==> src/rtl/usb_tx_encoder.sv <==
// USB full-speed serializer: SYNC, LSB-first data with bit stuffing, NRZI, EOP; first K one cycle after the first accept.
// Backpressure: one-byte holding register, tx_ready drops while it is full or once the last byte is taken.
module usb_tx_encoder #(
    parameter int CLKS_PER_BIT = 8
) (
    input  logic       clk,
    input  logic       rst,
    input  logic       tx_valid,
    input  logic [7:0] tx_data,
    input  logic       tx_last,
    output logic       tx_ready,
    output logic       d_plus,
    output logic       d_minus,
    output logic       tx_active,
    output logic       tx_done,
    output logic       tx_error
);

    localparam int TW = (CLKS_PER_BIT > 1) ? $clog2(CLKS_PER_BIT) : 1;

    typedef enum logic [2:0] {IDLE, SYNC, DATA, EOP_SE0, EOP_J} state_t;

    state_t          state, state_nxt;
    logic [TW-1:0]   timer;
    logic [2:0]      ones_cnt;
    logic [2:0]      bit_idx;
    logic [7:0]      shift_reg;
    logic            shift_last;
    logic [7:0]      hold_data;
    logic            hold_last;
    logic            hold_full;
    logic            last_accepted;
    logic            err_flag;
    logic            level;

    logic            bit_end;
    logic            xfer;
    logic            send_vld;
    logic            send_bit;
    logic            load_shift;
    logic            advance;
    logic            stuff_now;
    logic            level_nxt;
    logic            dp_nxt;
    logic            dm_nxt;

    assign bit_end = (timer == TW'(CLKS_PER_BIT - 1));
    assign xfer    = tx_valid & tx_ready;

    always_ff @(posedge clk) begin
        if (rst) state <= IDLE;
        else     state <= state_nxt;
    end

    // Bit-boundary decode. shift_reg holds only the bits still to be sent,
    // so its bit 0 is always the next data bit.
    always_comb begin
        send_vld   = 1'b0;
        send_bit   = 1'b0;
        load_shift = 1'b0;
        advance    = 1'b0;
        stuff_now  = 1'b0;
        if (bit_end) begin
            case (state)
                SYNC: begin
                    if (bit_idx != 3'd7) begin
                        send_vld = 1'b1;
                        send_bit = (bit_idx == 3'd6);
                    end else if (hold_full) begin
                        load_shift = 1'b1;
                        send_vld   = 1'b1;
                        send_bit   = hold_data[0];
                    end
                end
                DATA: begin
                    if (ones_cnt == 3'd6) begin
                        stuff_now = 1'b1;
                    end else if (bit_idx != 3'd7) begin
                        advance  = 1'b1;
                        send_vld = 1'b1;
                        send_bit = shift_reg[0];
                    end else if (!shift_last && hold_full) begin
                        load_shift = 1'b1;
                        send_vld   = 1'b1;
                        send_bit   = hold_data[0];
                    end
                end
                default: ;
            endcase
        end
    end

    always_comb begin
        state_nxt = state;
        case (state)
            IDLE:    if (xfer) state_nxt = SYNC;
            SYNC:    if (bit_end && bit_idx == 3'd7) state_nxt = hold_full ? DATA : EOP_SE0;
            DATA:    if (bit_end && !stuff_now && bit_idx == 3'd7 && !load_shift) state_nxt = EOP_SE0;
            EOP_SE0: if (bit_end && bit_idx == 3'd1) state_nxt = EOP_J;
            EOP_J:   if (bit_end) state_nxt = IDLE;
            default: state_nxt = IDLE;
        endcase
    end

    always_comb begin
        level_nxt = level;
        if (state == IDLE && xfer)
            level_nxt = 1'b0;
        else if ((send_vld && !send_bit) || stuff_now)
            level_nxt = ~level;

        case (state_nxt)
            SYNC, DATA: begin dp_nxt = level_nxt; dm_nxt = ~level_nxt; end
            EOP_SE0:    begin dp_nxt = 1'b0;      dm_nxt = 1'b0;       end
            default:    begin dp_nxt = 1'b1;      dm_nxt = 1'b0;       end
        endcase

        tx_active = (state != IDLE);
        tx_ready  = ~hold_full & ~last_accepted &
                    ((state == IDLE) || (state == SYNC) || (state == DATA));
    end

    always_ff @(posedge clk) begin
        if (rst) begin
            timer         <= '0;
            ones_cnt      <= 3'd0;
            bit_idx       <= 3'd0;
            shift_reg     <= 8'd0;
            shift_last    <= 1'b0;
            hold_data     <= 8'd0;
            hold_last     <= 1'b0;
            hold_full     <= 1'b0;
            last_accepted <= 1'b0;
            err_flag      <= 1'b0;
            level         <= 1'b1;
            d_plus        <= 1'b1;
            d_minus       <= 1'b0;
            tx_done       <= 1'b0;
            tx_error      <= 1'b0;
        end else begin
            level    <= level_nxt;
            d_plus   <= dp_nxt;
            d_minus  <= dm_nxt;
            tx_done  <= 1'b0;
            tx_error <= 1'b0;
            timer    <= (state == IDLE || bit_end) ? '0 : timer + TW'(1);

            // The accepting edge already puts SYNC bit 0 (a zero) on the line.
            if (state == IDLE && xfer) begin
                ones_cnt <= 3'd0;
                bit_idx  <= 3'd0;
            end
            if (send_vld)  ones_cnt <= send_bit ? ones_cnt + 3'd1 : 3'd0;
            if (stuff_now) ones_cnt <= 3'd0;

            if (load_shift) begin
                shift_reg  <= {1'b0, hold_data[7:1]};
                shift_last <= hold_last;
                bit_idx    <= 3'd0;
            end else if (advance || (state == SYNC && send_vld)) begin
                bit_idx <= bit_idx + 3'd1;
            end
            if (advance) shift_reg <= {1'b0, shift_reg[7:1]};

            if (state != EOP_SE0 && state_nxt == EOP_SE0) begin
                bit_idx <= 3'd0;
                if (!(state == DATA && shift_last)) err_flag <= 1'b1;
            end else if (state == EOP_SE0 && bit_end) begin
                bit_idx <= bit_idx + 3'd1;
            end

            if (load_shift) hold_full <= 1'b0;
            if (xfer) begin
                hold_data <= tx_data;
                hold_last <= tx_last;
                hold_full <= 1'b1;
                if (tx_last) last_accepted <= 1'b1;
            end

            if (state == EOP_J && bit_end) begin
                tx_done       <= 1'b1;
                tx_error      <= err_flag;
                err_flag      <= 1'b0;
                last_accepted <= 1'b0;
            end
        end
    end

endmodule

==> config.mk <==
export PLATFORM = sky130hd
export DESIGN_NAME = usb_tx_encoder
export DESIGN_NICKNAME = d
export VERILOG_FILES = /design/src/rtl/usb_tx_encoder.sv
export SDC_FILE = /design/constraint.sdc
export NUM_CORES = 1
export LEC_CHECK = 0
export CAP_MARGIN = 10
export CORE_AREA = 2 2 71 60
export DETAILED_ROUTE_END_ITERATION = 10
export DIE_AREA = 0 0 73 62
export PLACE_DENSITY_LB_ADDON = 0.15
export SYNTH_ARGS = -nofsm -noshare
export SYNTH_HDL_FRONTEND = slang
export SYNTH_SLANG_ARGS = --single-unit
==> constraint.sdc <==
create_clock -name clk -period 2.15 [get_ports clk]
set_input_delay 0.43 -clock clk [delete_from_list [all_inputs] [get_ports clk]]
set_output_delay 0.43 -clock clk [all_outputs]
set_load 0.01 [all_outputs]
# ---- After elaboration in Yosys (flattened, before gate mapping)
# Cells that the tools add are included.
dict set report totals {
  ff_bits 37
  out_inout_bits 6
  wordCells 127
}
dict set report op_classes {
  addsub 3
  n_eq_ne 14
  n_mux 47
  bitwise_logic 10
  reduce_logical 37
}
# operator count
set op_table {}
lappend op_table {{$mux W3} 11}
lappend op_table {{$mux W1} 29}
lappend op_table {{$eq A3 B3 Y1 const B} 5}
lappend op_table {{$pmux W3 S5} 1}
lappend op_table {{$mux W7} 2}
lappend op_table {{$reduce_or A2 Y1} 7}
lappend op_table {{$logic_and A1 B1 Y1} 13}
lappend op_table {{$eq A3 B2 Y1 const B} 4}
lappend op_table {{$add A3 B1 Y3 const B} 3}
lappend op_table {{$eq A3 B1 Y1 const B} 3}
lappend op_table {{$pmux W1 S2} 4}
lappend op_table {{$not A1 Y1} 7}
lappend op_table {{$reduce_bool A2 Y1} 3}
lappend op_table {{$logic_or A1 B1 Y1} 5}
lappend op_table {{$logic_not A1 Y1} 4}
lappend op_table {{$reduce_and A2 Y1} 2}
lappend op_table {{$reduce_bool A4 Y1} 1}
lappend op_table {{$and A1 B1 Y1} 3}
lappend op_table {{$logic_not A3 Y1} 1}
lappend op_table {{$ne A3 B2 Y1 const B} 1}
lappend op_table {{$ne A3 B3 Y1 const B} 1}
lappend op_table {{$reduce_bool A3 Y1} 1}

# ---- Logic depth before layout (Yosys ltp)
dict set report depth {
  ltp_word 15
  ltp_mapped 9
  mapped_depth_nobuf 8
}

# ---- Worst setup path before layout
# No wires, ideal clock.
dict set report synth_path {
  kind {register to register}
  start {reg bit_idx[0]}
  end {reg d_plus}
  t_arrival_ns 2.063
  required_time_ns 2.029
  path_slack_ns -0.034
  stages_incl_launch_ff 9
  path_buffers 1
  period_less_slack_ns 2.184
  path_cell_list {dfxtp_1 > ha_1 > ha_1 > buf_2 > a41o_1 > a32oi_2 > a21oi_1 > or4_4 > o2bb2ai_1}
}
dict set report synth_between {
  elab_chain_cells 12
  word_cells_on_any_way 38
  classes_between {eq/ne (7); mux (22); reduce/logical (9)}
}
# element line
set synth_rtl {}
lappend synth_rtl {{start, declared} 26} ;# logic [2:0] bit_idx;
lappend synth_rtl {{start signal, assigned} 161} ;# bit_idx <= bit_idx + 3'd1;
lappend synth_rtl {{start signal, assigned} 169} ;# bit_idx <= bit_idx + 3'd1;
lappend synth_rtl {{$ne A3 B3 Y1} {66, 78}}
lappend synth_rtl {{$mux W1} 78} ;# end else if (bit_idx != 3'd7) begin
lappend synth_rtl {{$mux W1} 76} ;# if (ones_cnt == 3'd6) begin
lappend synth_rtl {{$pmux W1 S2} 64} ;# case (state)
lappend synth_rtl {{$mux W1} 63} ;# if (bit_end) begin
lappend synth_rtl {{$logic_not A1 Y1} 98} ;# DATA: if (bit_end && !stuff_now && bit_idx == 3'd7 && !load_shift) state_nxt = EOP_SE0;
lappend synth_rtl {{$logic_and A1 B1 Y1} 98}
lappend synth_rtl {{$mux W3} 98}
lappend synth_rtl {{$pmux W3 S5} 95} ;# case (state)
lappend synth_rtl {{$eq A3 B1 Y1 or $eq A3 B2 Y1 (tied branches)} 112} ;# case (state_nxt)
lappend synth_rtl {{$reduce_or A2 Y1} 112}
lappend synth_rtl {{$pmux W1 S2 *} 112}
lappend synth_rtl {{end signal, assigned} 142} ;# d_plus <= dp_nxt;
lappend synth_rtl {{end, declared} 12} ;# output logic d_plus,
# Every way passes the cells marked *; elsewhere a longest branch is shown, timed or not.
# A chain may end at the register's enable or synchronous reset.

# ---- Final worst setup path
# Same ends and word-level chain as after synthesis.

==> flow_metrics.env <==
export IMPL_synth_edff_count=0
export IMPL_timing_final_crit_share_pct=95.7
export IMPL_crit_required_ns=2.33
export IMPL_start_util_pct=46.9
export IMPL_first_global_vias=1533
export IMPL_wl_per_cell_um=14.6
export IMPL_drv_slew=0
export IMPL_cp_data_arrival_time_ns=2.24
export IMPL_drtAntennaViolNets=0
export IMPL_grt_overflow=0
export IMPL_yosys_warnings=0
export IMPL_cts_root_buf="clkbuf_8"
export IMPL_leakagePower_nw=0.863
export IMPL_ys_types=47
export IMPL_power_mw=1.40
export IMPL_syn_area_per_cell_um2=8.53
export IMPL_cap_violations=0
export IMPL_fin_hold_ws_ns=0.433
export IMPL_slew_headroom_pct=73.5
export IMPL_hold_viol=0
export IMPL_drc=0
export IMPL_cts_max_level=2
export IMPL_via_count=1586
export IMPL_port_buffers=17
export IMPL_max_freq_mhz=486
export IMPL_end_kind="flop"
export IMPL_largest_reg_flops=8
export IMPL_antenna_found_initial=0
export IMPL_clock_sinks=37
export IMPL_seq_area_frac_synth_pct=40.4
export IMPL_coreArea_um2=3920
export IMPL_synth_area_um2=1830
export IMPL_clock_skew_ns=0.00835
export IMPL_clockBufferDepth=2
export IMPL_grt_max_degree=31
export IMPL_io_pins=18
export IMPL_layout_nets=259
export IMPL_crit_fanout=6
export IMPL_hp_class="flop to flop"
export IMPL_setup_violations=0
export IMPL_wl_mm=4.16
export IMPL_synth_seq_cells=37
export IMPL_area_growth_pct=23.4
export IMPL_worstSetupStartpointType="flop"
export IMPL_cts_tree="yes"
export IMPL_num_antenna_cells=0
export IMPL_status="finished clean"
export IMPL_grt_pass1_wl_mm=7.17
export IMPL_vias_per_cell=5.56
export IMPL_worstSetupPathType="flop to flop"
export IMPL_hpwl_mm=2.99
export IMPL_synth_main_ff_cell="dfxtp_1"
export IMPL_synthArstFlopShare_pct=0
export IMPL_die_w_um=73
export IMPL_synth_fp_nets=235
export IMPL_die_area_um2=4530
export IMPL_path_clk_slew_ns=0.08
export IMPL_dieHeight_um=62
export IMPL_p_per_area_nw_per_um2=619
export IMPL_min_period_ns=2.06
export IMPL_worstSkewPairLatency_ns=0.29
export IMPL_num_rows=21
export IMPL_synth_cells=215
export IMPL_numCtsBuffers=5
export IMPL_worstMarginPinSlew_ns=0.392
export IMPL_grt_use_total_pct=21.0
export IMPL_drtPass1Iterations=5
export IMPL_layout_drive_gt1_share_pct=16.7
export IMPL_routabilityCongestion=0.920
export IMPL_drt_iter0_drc=94
export IMPL_ir_worst_vdd_mv=0.407
-- cells in the final DEF, fill, tap and decap left out, types with 3 or more instances in the layout --
cell type / instances
ha_4: 3
dfxtp_2: 5
a211oi_1: 7
and2_1: 5
ha_1: 4
a21oi_1: 15
inv_1: 11
dfxtp_1: 32
clkdlybuf4s50_1: 16
nor3b_1: 3
buf_4: 13
clkbuf_8: 6
nor3_1: 8
nor2_1: 22
nand2_1: 19
mux2i_1: 7
o21ai_0: 5
nand3_1: 14
nor2b_1: 6
-- per-layer routing --
layer,vias to the layer above,GRT usage [%],wire length [um]
li1,802,-,-
met1,739,28.2,1980
met2,41,33.5,1960
met3,4,5.00,183
met4,0,7.14,29
met5,-,0,0
-- synth_stat cells (3+ instances only) --
cell type | instances | area (um2)
ha_1 | 8 | 100
dfxtp_1 | 37 | 741
nor2_1 | 22 | 82.6
mux2i_1 | 7 | 70.1
nand3_1 | 14 | 70.1
and2_1 | 5 | 31.3
clkbuf_1 | 6 | 22.5
nor2b_1 | 6 | 37.5
nor3b_1 | 3 | 22.5
o21ai_0 | 5 | 25.0
buf_2 | 5 | 25.0
inv_1 | 11 | 41.3
a21oi_1 | 16 | 80.1
a211oi_1 | 7 | 52.6
nand2_1 | 19 | 71.3
nor3_1 | 8 | 40.0
-- power by group --
group | internal, mW | leakage [nW] | switching (mW) | total (mW)
Clock | 0.254 | 0.0433 | 0.250 | 0.503
Sequential | 0.708 | 0.303 | 0.0238 | 0.732
Combinational | 0.0779 | 0.517 | 0.0889 | 0.167
Total | 1.04 | 0.863 | 0.362 | 1.40
-- stage by stage --
step | utilization, % | area (um2) | cells | TNS, ns | worst slack [ns]
finish | 57.8 | 2260 | 285 | 0 | 0.0924
global route | 57.8 | 2260 | 285 | -0.0111 | -0.0111
CTS | 56.3 | 2200 | 285 | 0 | 0.00294
detailed placement | 53.4 | 2090 | 277 | 0 | 0.00793
global placement | 53.4 | 2090 | 277 | 0 | 0.0871
floorplan | - | 1830 | 215 | 0 | 0.00343
-- timing repair --
item                       CTS  global route
gates cloned                 0             0
gates resized for setup      5            12
hold endpoints to repair     0             0
setup endpoints to repair    2             4
buffers inserted             1             0
pin swaps                    1             2
hold buffers                 0             0
-- critical path, cell delays in order (launching register included) --
cell and delay [ns]:
dfxtp_2 0.34, ha_4 0.16, ha_4 0.17, a41o_1 0.24
a32oi_2 0.29, a21oi_2 0.11, or4_4 0.51, o2bb2ai_2 0.14
-- path summary, 6_finish.rpt --
check	from	endpoint	slack, ns	cells after the start
worst max-delay path	bit_idx[0]	d_plus	0.09	7
worst min-delay path	timer[0]	timer[0]	0.43	1
worst max register to register	bit_idx[0]	d_plus	0.09	7
worst min register to register	timer[0]	timer[0]	0.43	1
-- logic make-up (layout without fill, tap and decap cells) --
logic type | Yosys count | after routing | share of synthesized area, %
xor+xnor | 1 | 1 | 0.478
fa+ha+maj | 8 | 8 | 5.46
flops | 37 | 37 | 40.4
simple gates | 90 | 90 | 25.6
buf+inv | 24 | 48 | 5.87
compound gates | 48 | 48 | 18.3
mux | 7 | 7 | 3.82
-- final cells by class --
cell class | count | area [um2]
clock buffers | 6 | 82.6
clock inverters | 1 | 7.51
fillers | 360 | 1650
flip-flops and latches | 37 | 747
repair buffers | 30 | 267
inverters | 11 | 41.3
well taps | 46 | 57.6
multi-input cells | 154 | 1060
Note: power is estimated with default switching activity, not from simulation.
